===== src/rtl/optical_switch_driver.sv =====
// Serial driver for the 2x2 switch-element shift register of the 8x8 optical
// switch. It takes a grant word and shifts it out MSB first, then latches it
// and waits the optical settle time before reporting completion. A one-deep
// pending buffer holds the newest grant that arrives while a configuration is
// already running.
module optical_switch_driver #(
  parameter int P_GRANTWIDTH = 20,
  parameter int P_CLKDIV     = 4,
  parameter int P_SETTLE     = 64
) (
  input  logic                    i_clk,
  input  logic                    i_rst,
  input  logic [P_GRANTWIDTH-1:0] i_grant,
  input  logic                    i_grant_valid,
  output logic                    o_sclk,
  output logic                    o_sdata,
  output logic                    o_latch,
  output logic                    o_busy,
  output logic                    o_config_done,
  output logic [P_GRANTWIDTH-1:0] o_switch_state,
  output logic                    o_overflow
);

  // One counter serves three purposes: the serial-clock phase in SHIFT, the
  // latch width in LATCH and the settle wait in SETTLE. It is sized for the
  // longest of these.
  localparam int LP_CNTMAX = (2 * P_CLKDIV > P_SETTLE) ? 2 * P_CLKDIV : P_SETTLE;
  localparam int LP_CW     = $clog2(LP_CNTMAX + 1);
  localparam int LP_BW     = $clog2(P_GRANTWIDTH + 1);

  localparam logic [LP_CW-1:0] LP_PH_LAST     = LP_CW'(2 * P_CLKDIV - 1);
  localparam logic [LP_CW-1:0] LP_SCLK_HI     = LP_CW'(P_CLKDIV);
  localparam logic [LP_CW-1:0] LP_LATCH_LAST  = LP_CW'(P_CLKDIV - 1);
  localparam logic [LP_CW-1:0] LP_SETTLE_LAST = LP_CW'(P_SETTLE - 1);
  localparam logic [LP_BW-1:0] LP_BIT_LAST    = LP_BW'(P_GRANTWIDTH - 1);

  typedef enum logic [2:0] {
    S_IDLE,
    S_SHIFT,
    S_LATCH,
    S_SETTLE,
    S_DONE
  } state_t;

  state_t                  r_state;
  state_t                  w_next;
  logic [LP_CW-1:0]        r_cnt;
  logic [LP_BW-1:0]        r_bit;
  logic [P_GRANTWIDTH-1:0] r_shift;
  logic [P_GRANTWIDTH-1:0] r_word;
  logic [P_GRANTWIDTH-1:0] r_pend;
  logic                    r_pend_full;
  logic [P_GRANTWIDTH-1:0] r_switch;

  logic                    w_bit_end;
  logic                    w_load;
  logic [P_GRANTWIDTH-1:0] w_load_word;

  assign w_bit_end = (r_cnt == LP_PH_LAST);

  // A new configuration starts either from IDLE on a valid, or straight out
  // of DONE when a word is waiting (pending or arriving in that very cycle).
  assign w_load = ((r_state == S_IDLE) && i_grant_valid) ||
                  ((r_state == S_DONE) && (r_pend_full || i_grant_valid));
  // In DONE the pending word is older than a coincident valid, so it goes
  // first and the coincident valid takes its place in the buffer.
  assign w_load_word = ((r_state == S_DONE) && r_pend_full) ? r_pend : i_grant;

  // State register.
  always_ff @(posedge i_clk or posedge i_rst) begin
    if (i_rst) r_state <= S_IDLE;
    else       r_state <= w_next;
  end

  // Next-state decode.
  always_comb begin
    w_next = r_state;
    case (r_state)
      S_IDLE:   if (i_grant_valid) w_next = S_SHIFT;
      S_SHIFT:  if (w_bit_end && (r_bit == LP_BIT_LAST)) w_next = S_LATCH;
      S_LATCH:  if (r_cnt == LP_LATCH_LAST) w_next = S_SETTLE;
      S_SETTLE: if (r_cnt == LP_SETTLE_LAST) w_next = S_DONE;
      S_DONE:   w_next = (r_pend_full || i_grant_valid) ? S_SHIFT : S_IDLE;
      default:  w_next = S_IDLE;
    endcase
  end

  // Moore outputs from state and counters; overflow reacts to the input strobe.
  always_comb begin
    o_sclk        = 1'b0;
    o_sdata       = 1'b0;
    o_latch       = 1'b0;
    o_config_done = 1'b0;
    o_busy        = (r_state != S_IDLE);
    o_overflow    = i_grant_valid && r_pend_full &&
                    (r_state inside {S_SHIFT, S_LATCH, S_SETTLE});
    case (r_state)
      S_SHIFT: begin
        o_sclk  = (r_cnt >= LP_SCLK_HI);
        o_sdata = r_shift[P_GRANTWIDTH-1];
      end
      S_LATCH: o_latch = 1'b1;
      S_DONE:  o_config_done = 1'b1;
      default: ;
    endcase
  end

  // Phase/bit counters; restart on every state change and at each bit boundary.
  always_ff @(posedge i_clk or posedge i_rst) begin
    if (i_rst) begin
      r_cnt <= '0;
      r_bit <= '0;
    end else if (w_next != r_state) begin
      r_cnt <= '0;
      r_bit <= '0;
    end else if ((r_state == S_SHIFT) && w_bit_end) begin
      r_cnt <= '0;
      r_bit <= r_bit + 1'b1;
    end else if (r_state != S_IDLE) begin
      r_cnt <= r_cnt + 1'b1;
    end
  end

  // Serial shift register and the copy of the word being applied; the shift
  // happens at the end of each bit window so o_sdata changes while o_sclk is low.
  always_ff @(posedge i_clk or posedge i_rst) begin
    if (i_rst) begin
      r_shift <= '0;
      r_word  <= '0;
    end else if (w_load) begin
      r_shift <= w_load_word;
      r_word  <= w_load_word;
    end else if ((r_state == S_SHIFT) && w_bit_end) begin
      r_shift <= {r_shift[P_GRANTWIDTH-2:0], 1'b0};
    end
  end

  // Pending buffer: newest grant received while busy wins.
  always_ff @(posedge i_clk or posedge i_rst) begin
    if (i_rst) begin
      r_pend      <= '0;
      r_pend_full <= 1'b0;
    end else if (r_state == S_DONE) begin
      if (r_pend_full && i_grant_valid) r_pend <= i_grant;
      else if (r_pend_full)             r_pend_full <= 1'b0;
    end else if ((r_state != S_IDLE) && i_grant_valid) begin
      r_pend      <= i_grant;
      r_pend_full <= 1'b1;
    end
  end

  // Applied switch state becomes visible together with the DONE pulse.
  always_ff @(posedge i_clk or posedge i_rst) begin
    if (i_rst)                                           r_switch <= '0;
    else if ((r_state == S_SETTLE) && (w_next == S_DONE)) r_switch <= r_word;
  end

  assign o_switch_state = r_switch;

endmodule


===== config.mk =====
export PLATFORM = sky130hd
export DESIGN_NAME = optical_switch_driver
export DESIGN_NICKNAME = d
export VERILOG_FILES = /design/src/rtl/optical_switch_driver.sv
export SDC_FILE = /design/constraint.sdc
export NUM_CORES = 1
export LEC_CHECK = 0
export ABC_CLOCK_PERIOD_IN_PS = 3690
export CAP_MARGIN = 5
export CORE_MARGIN = 2
export CORE_UTILIZATION = 44
export DETAILED_ROUTE_END_ITERATION = 8
export GPL_TIMING_DRIVEN = 0
export PLACE_DENSITY = 0.67
export SETUP_SLACK_MARGIN = 0.05
export SLEW_MARGIN = 25
export SYNTH_ARGS = -nofsm -noshare
export SYNTH_HDL_FRONTEND = slang
export SYNTH_SLANG_ARGS = --single-unit

===== constraint.sdc =====
create_clock -name i_clk -period 3.69 [get_ports i_clk]
set_input_delay 0.369 -clock i_clk [delete_from_list [all_inputs] [get_ports i_clk]]
set_output_delay 0.369 -clock i_clk [all_outputs]
set_load 0.1 [all_outputs]

==> run_results.csv, run 1 <==
group,metric,value,unit
die,core_region_area,9240,um2
synth,synth_area_leaders,"dfrtp_1 (57%), mux2_2 (8.3%), nand2_1 (7.3%)",
die,die_x,102,um
setup_path,cpMaxStageDelayCell,"clkdlybuf4s50_1",
route,drt_iter0_drc,174,
clock_tree,clockBufferDepth,2,
sta,fmax,334,MHz
finish,utilization,55.1,%
grt,grt_pass1_wl,14800,um
clock_tree,cts_tree,"yes",
sta,hold_ws,0.352,ns
grt,antenna_found_initial,0,
synth,ys_ff_latch,96,
clock_tree,cts-root-buf,"clkbuf_8",
finish,syn2layout_area_growth,21.3,%
worst_hold_path,hold_class,"input port to async pin",
die,die_y,102,um
setup_path,timing_worst_setup_path_type,"flip-flop to output port",
placement,place.gp.congestion,0.863,
synth,avgSynthCellArea,10.8,um2
sta,worst_pin_slew,0.980,ns
sta,drv_slew,0,
setup_path,start_kind,"flip-flop",
finish,drive_gt1_share,14.3,%
synth,ys_warn_count,0,
power_and_ir_drop,powerDensity,379,nW/um2
setup_path,reg2reg_to,"r_shift[19]",
route,ant_nets,0,
route,drt-vias-per-instance,5.22,
route,avgRoutedWirePerCell,15.0,um
clock_tree,cts_resized,0,
setup_path,path_cells,"buf_2, nor3b_4, a21boi_0, clkdlybuf4s50_1",
synth,synth_cell_type_count,39,
power_and_ir_drop,power.leakage,2.39,nW
grt,grtUsageTotal,18.4,%
route,first_pass_iters,5,
sta,max-slew-margin-rel,34.5,%
setup_path,r2r_start,"r_cnt[0]",
finish,nets,476,
clock_tree,cts_hold_buf,0,
setup_path,critPathCaptureType,"output port",
synth,synth_top_cell_by_area,"dfrtp_1",
clock_tree,clk_latency,0.35,ns
route,num_vias,3048,
clock_tree,clock-sinks,96,
setup_path,r2r_slack,1.62,ns
setup_path,path_max_fanout,10,
sta,setup_violations,0,
grt,overflow,0,
synth,synth.net_count,416,
die,die_area,10300,um2
sta,fin_crit,3.00,ns
placement,portBuffers,48,
placement,hpwl,6240,um
synth,syn_area,4200,um2
clock_tree,ctsHtreeMaxLevel,3,
grt,grt_pass1_vias,2871,
route,wirelength,8770,um
power_and_ir_drop,total_power,1.93,mW
power_and_ir_drop,vdd_drop_max,0.188,mV
sta,clock_skew,0.00797,ns
die,rows,35,
clock_tree,postCtsSetupRepairBufs,0,
setup_path,worst-endpoint-arrival,2.63,ns
flow_run,maxCapViolCount,0,
setup_path,slowest_delay,1.16,ns
die,io_pins,49,
sta,final.period_utilization,81.2,%
setup_path,required,3.32,ns
sta,finalHoldViolations,0,
setup_path,rr_worst_depth,7,
synth,yosysTopAreaCellShare,57.2,%
route,drc,0,
clock_tree,path_clk_slew,0.09,ns
synth,synth_cells,390,
die,initial_core_util,45.4,%
clock_tree,cts_buffers,9,
status,status,"complete, no violations",
sta,rsz0062_at_grt,"false",
grt,grt_max_degree,67,
finish,antenna_cells,0,
synth,ys_seq_area_share,57.2,%
## cells by family (layout without fill, tap and decap cells)
logic type / Yosys count / in the layout / synth area share [%]
buffers and inverters: 27 / 92 / 2.83
DFF: 96 / 96 / 57.2
muxes: 40 / 40 / 10.7
xor gates and xnor gates: 7 / 7 / 1.46
and+or+nand+nor: 161 / 161 / 18.3
adders and majority gates: 3 / 3 / 0.894
AOI/OAI and AO/OA: 56 / 56 / 8.58
## synth_stat cells
master,number
inv_1,5
or3_1,2
nand4_1,5
nor2b_1,1
xor2_1,5
a31oi_1,8
nand3b_1,1
nand4bb_1,1
mux2_2,31
and2_1,1
o21a_1,11
mux2_1,9
and3b_1,1
a21boi_0,1
clkbuf_1,8
nor4_4,1
buf_4,1
and3_1,10
nand3_1,19
a32oi_1,1
a21o_1,2
nand3_2,1
inv_2,2
nor3_1,3
nor2_1,25
nand2_1,82
a21oi_1,18
nor3b_4,1
dfrtp_1,96
and2_0,2
and4_1,1
xnor2_1,2
nor4bb_1,3
buf_2,11
nor3b_1,1
a21boi_1,11
a31o_2,1
ha_1,3
o21ai_0,3
## sequential cells by signal, indices dropped and copies added (netlist names)
signal          count
r_pend             20
r_bit               5
r_cnt               7
r_pend_full         1
r_state             3
o_switch_state     20
r_word             20
r_shift            20
## worst max-delay path, delay by kind of cell (launching register included)
kind                   cells  cell delay [ns]
AO/OA/AOI/OAI              1             0.23
buffers and inverters      2             1.34
flip-flops                 1             0.38
AND/OR/NAND/NOR            1             0.32
## power by group
part | internal, mW | leakage, nW | switching (mW)
combinational | 0.0473 | 1.08 | 0.0444
sequential | 1.07 | 1.20 | 0.0102
clock | 0.404 | 0.107 | 0.352
total | 1.52 | 2.39 | 0.406
## stage by stage
stage,area (um2),setup TNS [ns],cells,setup WS (ns)
4_1_cts,5090,0,584,0.668
2_1_floorplan,4200,0,390,0.284
5_1_grt,5090,0,584,0.615
6_report,5090,0,584,0.692
3_3_place_gp,4840,-57.16,567,-0.601
3_5_place_dp,4870,0,568,1.05
## per-layer routing
layer | part of all wire [%] | global-route usage, %
met5 | 0 | 0
met4 | 1.3 | 6.86
met3 | 4.7 | 2.76
met2 | 45 | 25.9
met1 | 49 | 28.8
## cell type report
type	instances	area, um2
fill	825	4150
sequential	96	2400
multi-input combinational	267	1680
timing repair buffer	49	508
tap	129	161
clock buffer	12	145
buffer	20	92.6
clock inverter	4	76.3
inverter	7	31.3
## layout by cell type (no fill, tap or decap), types with 2 or more instances in the layout
| master | netlist | layout |
|---|---|---|
| clkbuf_8 | 0 | 10 |
| o21ai_0 | 3 | 3 |
| inv_1 | 5 | 4 |
| and2_0 | 2 | 2 |
| nor2_1 | 25 | 25 |
| dfrtp_1 | 96 | 96 |
| clkbuf_1 | 8 | 10 |
| nand4_1 | 5 | 5 |
| ha_1 | 3 | 3 |
| a31oi_1 | 8 | 8 |
| o21a_1 | 11 | 11 |
| inv_2 | 2 | 2 |
| and3_1 | 10 | 10 |
| nand2_1 | 82 | 82 |
| a21oi_1 | 18 | 18 |
| nand3_1 | 19 | 19 |
| buf_2 | 11 | 11 |
| xor2_1 | 5 | 5 |
| mux2_2 | 31 | 31 |
| a21boi_1 | 11 | 11 |
| a21o_1 | 2 | 2 |
| inv_6 | 0 | 2 |
| mux2_1 | 9 | 9 |
| or3_1 | 2 | 2 |
| nor4bb_1 | 3 | 3 |
| xnor2_1 | 2 | 2 |
| bufinv_16 | 0 | 2 |
| clkdlybuf4s50_1 | 0 | 48 |
| nor3_1 | 3 | 3 |
## worst max-delay path by stage
stage	cells after the start	to	start
after global placement	2	o_switch_state[6]	i_rst
after global routing	4	o_sclk	r_state[2]
after CTS	4	o_sclk	r_state[2]
after floorplan	3	o_sclk	r_state[2]
after detailed placement	4	o_overflow	i_grant_valid
final	4	o_sclk	r_state[2]
(Power assumes the default switching activity.)
==> run 2: changes to the inputs <==
--- a/config.mk
+++ b/config.mk
@@ -5,7 +5,7 @@
 export SDC_FILE = /design/constraint.sdc
 export NUM_CORES = 1
 export LEC_CHECK = 0
-export ABC_CLOCK_PERIOD_IN_PS = 3690
+export ABC_CLOCK_PERIOD_IN_PS = 3000
 export CAP_MARGIN = 5
 export CORE_MARGIN = 2
 export CORE_UTILIZATION = 44
==> constraint.sdc (replaced) <==
create_clock -name i_clk -period 3 [get_ports i_clk]
set_input_delay 0.3 -clock i_clk [delete_from_list [all_inputs] [get_ports i_clk]]
set_output_delay 0.3 -clock i_clk [all_outputs]
set_load 0.1 [all_outputs]
==> run_results.csv, run 2 (synthesized netlist as in run 1, its figures left out) <==
group,metric,value,unit
setup_path,path_buf_inv,2,
route,first_pass_iters,4,
setup_path,r2r_start,"r_cnt[0]",
finish,antenna_cells,0,
grt,grt_pass1_vias,3014,
setup_path,timing_worst_setup_path_type,"flip-flop to output port",
grt,grtUsageTotal,18.4,%
sta,rsz0062_at_grt,"false",
power_and_ir_drop,vdd_drop_max,0.389,mV
finish,final_area,5070,um2
setup_path,required,2.70,ns
power_and_ir_drop,total_power,2.26,mW
setup_path,path_cells,"buf_2, nor3b_4, and2_1, clkdlybuf4s50_1",
die,rows,35,
setup_path,reg2reg_to,"r_shift[11]",
finish,fillers,798,
route,drt-vias-per-instance,5.19,
route,drt_iter0_drc,148,
finish,drive_gt1_share,14.5,%
clock_tree,clock-sinks,96,
route,avgRoutedWirePerCell,14.7,um
flow_run,maxCapViolCount,0,
grt,overflow,0,
placement,place.gp.congestion,0.838,
die,die_x,102,um
finish,regArea,2400,um2
setup_path,slowest_delay,1.13,ns
sta,max-slew-margin-rel,34.1,%
status,status,"complete, no violations",
setup_path,path_max_fanout,10,
setup_path,rr_worst_depth,7,
setup_path,start_kind,"flip-flop",
finish,syn2layout_area_growth,20.7,%
clock_tree,ctsHtreeMaxLevel,3,
clock_tree,cts_tree,"yes",
setup_path,worst-endpoint-arrival,2.54,ns
clock_tree,cts-root-buf,"clkbuf_8",
die,initial_core_util,45.4,%
setup_path,critPathCaptureType,"output port",
route,num_vias,3032,
route,ant_nets,0,
sta,finalHoldViolations,0,
sta,worst_pin_slew,0.986,ns
setup_path,r2r_slack,0.96,ns
placement,portBuffers,48,
sta,clock_skew,0.00573,ns
clock_tree,clockBufferDepth,2,
clock_tree,clk_latency,0.35,ns
sta,drv_slew,0,
sta,hold_ws,0.269,ns
route,wirelength,8600,um
sta,final.period_utilization,94.6,%
setup_path,critPathTopFamily,"buffers and inverters",
finish,final_cell_mix,"dfrtp_1 (96), nand2_1 (82), clkdlybuf4s50_1 (47), mux2_2 (31), nor2_1 (25)",
clock_tree,cts_buffers,9,
finish,multi_input_area,1680,um2
route,drc,0,
finish,final_common_cell,"dfrtp_1",
die,core_region_area,9240,um2
sta,fmax,353,MHz
sta,setup_violations,0,
setup_path,cpMaxStageDelayCell,"clkdlybuf4s50_1",
worst_hold_path,hold_class,"input port to async pin",
die,die_y,102,um
placement,dpl_cell_area,4880,um2
clock_tree,path_clk_slew,0.09,ns
die,io_pins,49,
grt,grt_max_degree,71,
power_and_ir_drop,power.leakage,2.39,nW
sta,fin_crit,2.84,ns
grt,grt_pass1_wl,14800,um
die,die_area,10300,um2
grt,antenna_found_initial,0,
power_and_ir_drop,powerDensity,447,nW/um2
finish,nets,476,
placement,hpwl,6240,um
==> run 2: cell types whose count changed in the layout (fill, tap and decap cells not counted), sizes merged <==
cell and delta:
inv -1, clkdlybuf4s50 -1, bufinv -1, clkbuf -1, clkinvlp +2, dlymetal6s2s +1
clkinv +1
==> run 2: area by class of cell <==
class | count | area share, %
plain buffers | 20 | 1.83
clock buffers | 11 | 2.59
clock inverters | 5 | 1.14
inverters | 7 | 0.617
multi-input cells | 267 | 33.2
flip-flops and latches | 96 | 47.4
well taps | 129 | 3.18
repair buffers | 49 | 10.1
==> run 2: where the power goes <==
part	switching (mW)	leakage [nW]	total, mW	internal (mW)
registers	0.0125	1.20	1.33	1.32
logic	0.0554	1.10	0.114	0.0582
clock network	0.434	0.0856	0.819	0.385
==> run 2: what timing repair did <==
item | in CTS | in global routing
gates resized for setup | 0 | 1
setup endpoints to repair | 0 | 1
hold buffers | 0 | 0
setup buffers | 0 | 0
==> run 2: worst max-delay path by stage <==
stage | cells after the start | start | slack, ns | to
global placement | 2 | i_rst | -1.26 | o_switch_state[6]
finish | 4 | r_state[2] | 0.16 | o_sdata
CTS | 4 | r_state[2] | 0.07 | o_sclk
detailed placement | 4 | r_state[2] | 0.47 | o_sclk
floorplan | 3 | r_state[2] | 0.01 | o_config_done
global route | 4 | r_state[2] | 0.07 | o_sdata
==> run 2: routing by layer <==
layer / up-vias / track usage (%) / routed length (um)
li1: 1457 / - / -
met1: 1501 / 28.3 / 4410
met2: 62 / 26.5 / 3750
met3: 12 / 2.90 / 312
met4: 0 / 6.03 / 136
met5: - / 0 / 0
==> run 2: through the flow <==
stage	utilization, %	instances	setup slack [ns]	setup TNS [ns]
after floorplan	-	390	0.0130	0
after global placement	52.4	567	-1.26	-120.37
after detailed placement	52.8	568	0.466	0
after CTS	54.8	584	0.0723	0
after global routing	54.9	584	0.0728	0
final	54.9	584	0.163	0
==> run 3: changes to the inputs <==
--- a/config.mk
+++ b/config.mk
@@ -11,6 +11,7 @@
 export CORE_UTILIZATION = 44
 export DETAILED_ROUTE_END_ITERATION = 8
 export GPL_TIMING_DRIVEN = 0
+export HOLD_SLACK_MARGIN = 0.1
 export PLACE_DENSITY = 0.67
 export SETUP_SLACK_MARGIN = 0.05
 export SLEW_MARGIN = 25
==> results of run 3 <==
No change in the layout: final DEF, timing and power equal those of run 2.
==> patch (config.mk and constraints of run 3) <==
Set the parameter `P_GRANTWIDTH` to 10 (it was 20).
--- a/src/rtl/optical_switch_driver.sv
+++ b/src/rtl/optical_switch_driver.sv
@@ -6,3 +6,3 @@
 module optical_switch_driver #(
-  parameter int P_GRANTWIDTH = 20,
+  parameter int P_GRANTWIDTH = 10,
   parameter int P_CLKDIV     = 4,
Ports: changed (resized i_grant and o_switch_state); port bits go from 49 to 29. No check against the original RTL was run, so the function may have changed too.
==> patch against run 3 <==
- power shrank 7.6%
- synthesized area shrank 38%
- highest routed layer unchanged
- worst setup slack gained 0.031 ns
- clock skew is essentially flat
- routed wire length shrank 41%
- sequential cell count shrank 41
- cell area shrank 39%
- critical path type unchanged
- register-to-register slack gained 0.05 ns
==> patch: results (changes against run 3) <==
[critical_path]
arrival_ns=2.51  ; -0.03 ns
rr_endpoint=r_shift[4]
r2r_setup_slack_ns=1.01  ; +0.05 ns

[placed_design]
dp_hpwl_mm=3.54  ; -43%
io_buffers=28  ; -42%
dpl_cell_area_um2=3030  ; -38%
gp_congestion=0.859  ; +2.5%
place_inst=348  ; -39%

[status]
status=finished clean

[grt]
grt_pass1_wl_mm=8.51  ; -42%
track_usage_pct=17.0  ; -1.4 points

[power_and_ir_drop]
sw_frac_of_total_pct=35.3  ; +13 points
peakVddDrop_mv=0.265  ; -32%

[synth]
synth_cells=244  ; -37%
synth_nets=261  ; -37%
synth_common_cells=dfrtp_1, a21oi_1, mux2_2
synthTopCellsByArea=dfrtp_1, mux2_2, a21oi_1
ys_types=40  ; +2.6%
synth-seq-area-share_pct=52.5  ; -4.7 points

[finish]
final_nets=297  ; -38%

[clock_tree]
clock_latency_ns=0.31  ; -0.04 ns
cts_inserted_buffers=5  ; -4
h-tree-depth=2  ; -1

[routing]
drt_iter0_markers=87  ; -41%
wl_per_cell_um=14.2  ; -3.7%
firstDrtPassIters=5  ; +1
vias=1908  ; -37%

[timing]
fin_skew_ns=0.00610  ; +0.000369 ns
max_slew_margin_pct=34.6  ; +0.56 points

## patch: metal layers
layer | share of wire, % | global-route usage, % | up-vias
li1 | - | - | 919
met1 | 47 | 24.8 | 942
met2 | 47 | 25.7 | 41
met3 | 4.5 | 3.78 | 6
met4 | 1.2 | 4.24 | 0
met5 | 0 | 0 | -
## patch: cell type report
type / instances / area, µm² / area share, %
Inverter: 8 / 32.5 / 1.04
Tap cell: 75 / 93.8 / 3.01
Buffer: 13 / 76.3 / 2.45
Timing Repair Buffer: 29 / 302 / 9.68
Clock buffer: 6 / 72.6 / 2.33
Sequential cell: 55 / 1380 / 44.2
Clock inverter: 2 / 16.3 / 0.522
Multi-Input combinational cell: 168 / 1150 / 36.8
## patch: how the worst max path moves through the flow
| stage | cells past startpoint | to | startpoint | slack (ns) |
|---|---|---|---|---|
| finish | 4 | o_busy | r_state[0] | 0.19 |
| global route | 4 | o_busy | r_state[0] | 0.07 |
| CTS | 4 | o_sdata | r_state[0] | 0.05 |
| detailed placement | 4 | o_overflow | i_grant_valid | 0.27 |
| global placement | 4 | o_overflow | i_grant_valid | 0.29 |
| floorplan | 3 | o_sclk | r_state[2] | 0.38 |
## patch: power by group through the flow
stage	sequential [mW]	combinational [mW]	clock, mW
global route	1.04	0.739	0.464
floorplan	0.997	0.546	0
detailed placement	1.03	0.676	0
CTS	1.01	0.670	0.430
finish	1.01	0.664	0.416
global placement	1.02	0.667	0
## patch: metrics by stage
step / hold slack, ns / utilization, % / setup slack, ns / total power, mW
4_1_cts: 0.285 / 53.2 / 0.0522 / 2.11
2_1_floorplan: 0.451 / - / 0.384 / 1.54
5_1_grt: 0.299 / 53.3 / 0.0694 / 2.24
3_3_place_gp: 0.470 / 51.3 / 0.286 / 1.69
3_5_place_dp: 0.475 / 51.7 / 0.274 / 1.71
6_report: 0.275 / 53.3 / 0.194 / 2.09
## patch: logic make-up after synthesis
group                      Yosys count  synth area share [%]
muxes                               29                  12.5
adders and majority gates            4                  1.91
buffers and inverters               21                  4.05
and+or+nand+nor                     82                  16.4
AOI/OAI and AO/OA                   45                  10.0
DFF                                 55                  52.5
xor gates and xnor gates             8                  2.67
## patch: repair_timing
| action | CTS | global route |
|---|---|---|
| hold buffers | 0 | 0 |
| setup endpoints to repair | 1 | 1 |
| resized for setup | 1 | 1 |
## patch: worst max-delay path: stages, from the launching register on
cell	delay, ns
dfrtp_1	0.40
buf_2	0.23
or3_1	0.13
clkbuf_1	0.24
clkdlybuf4s50_1	1.19
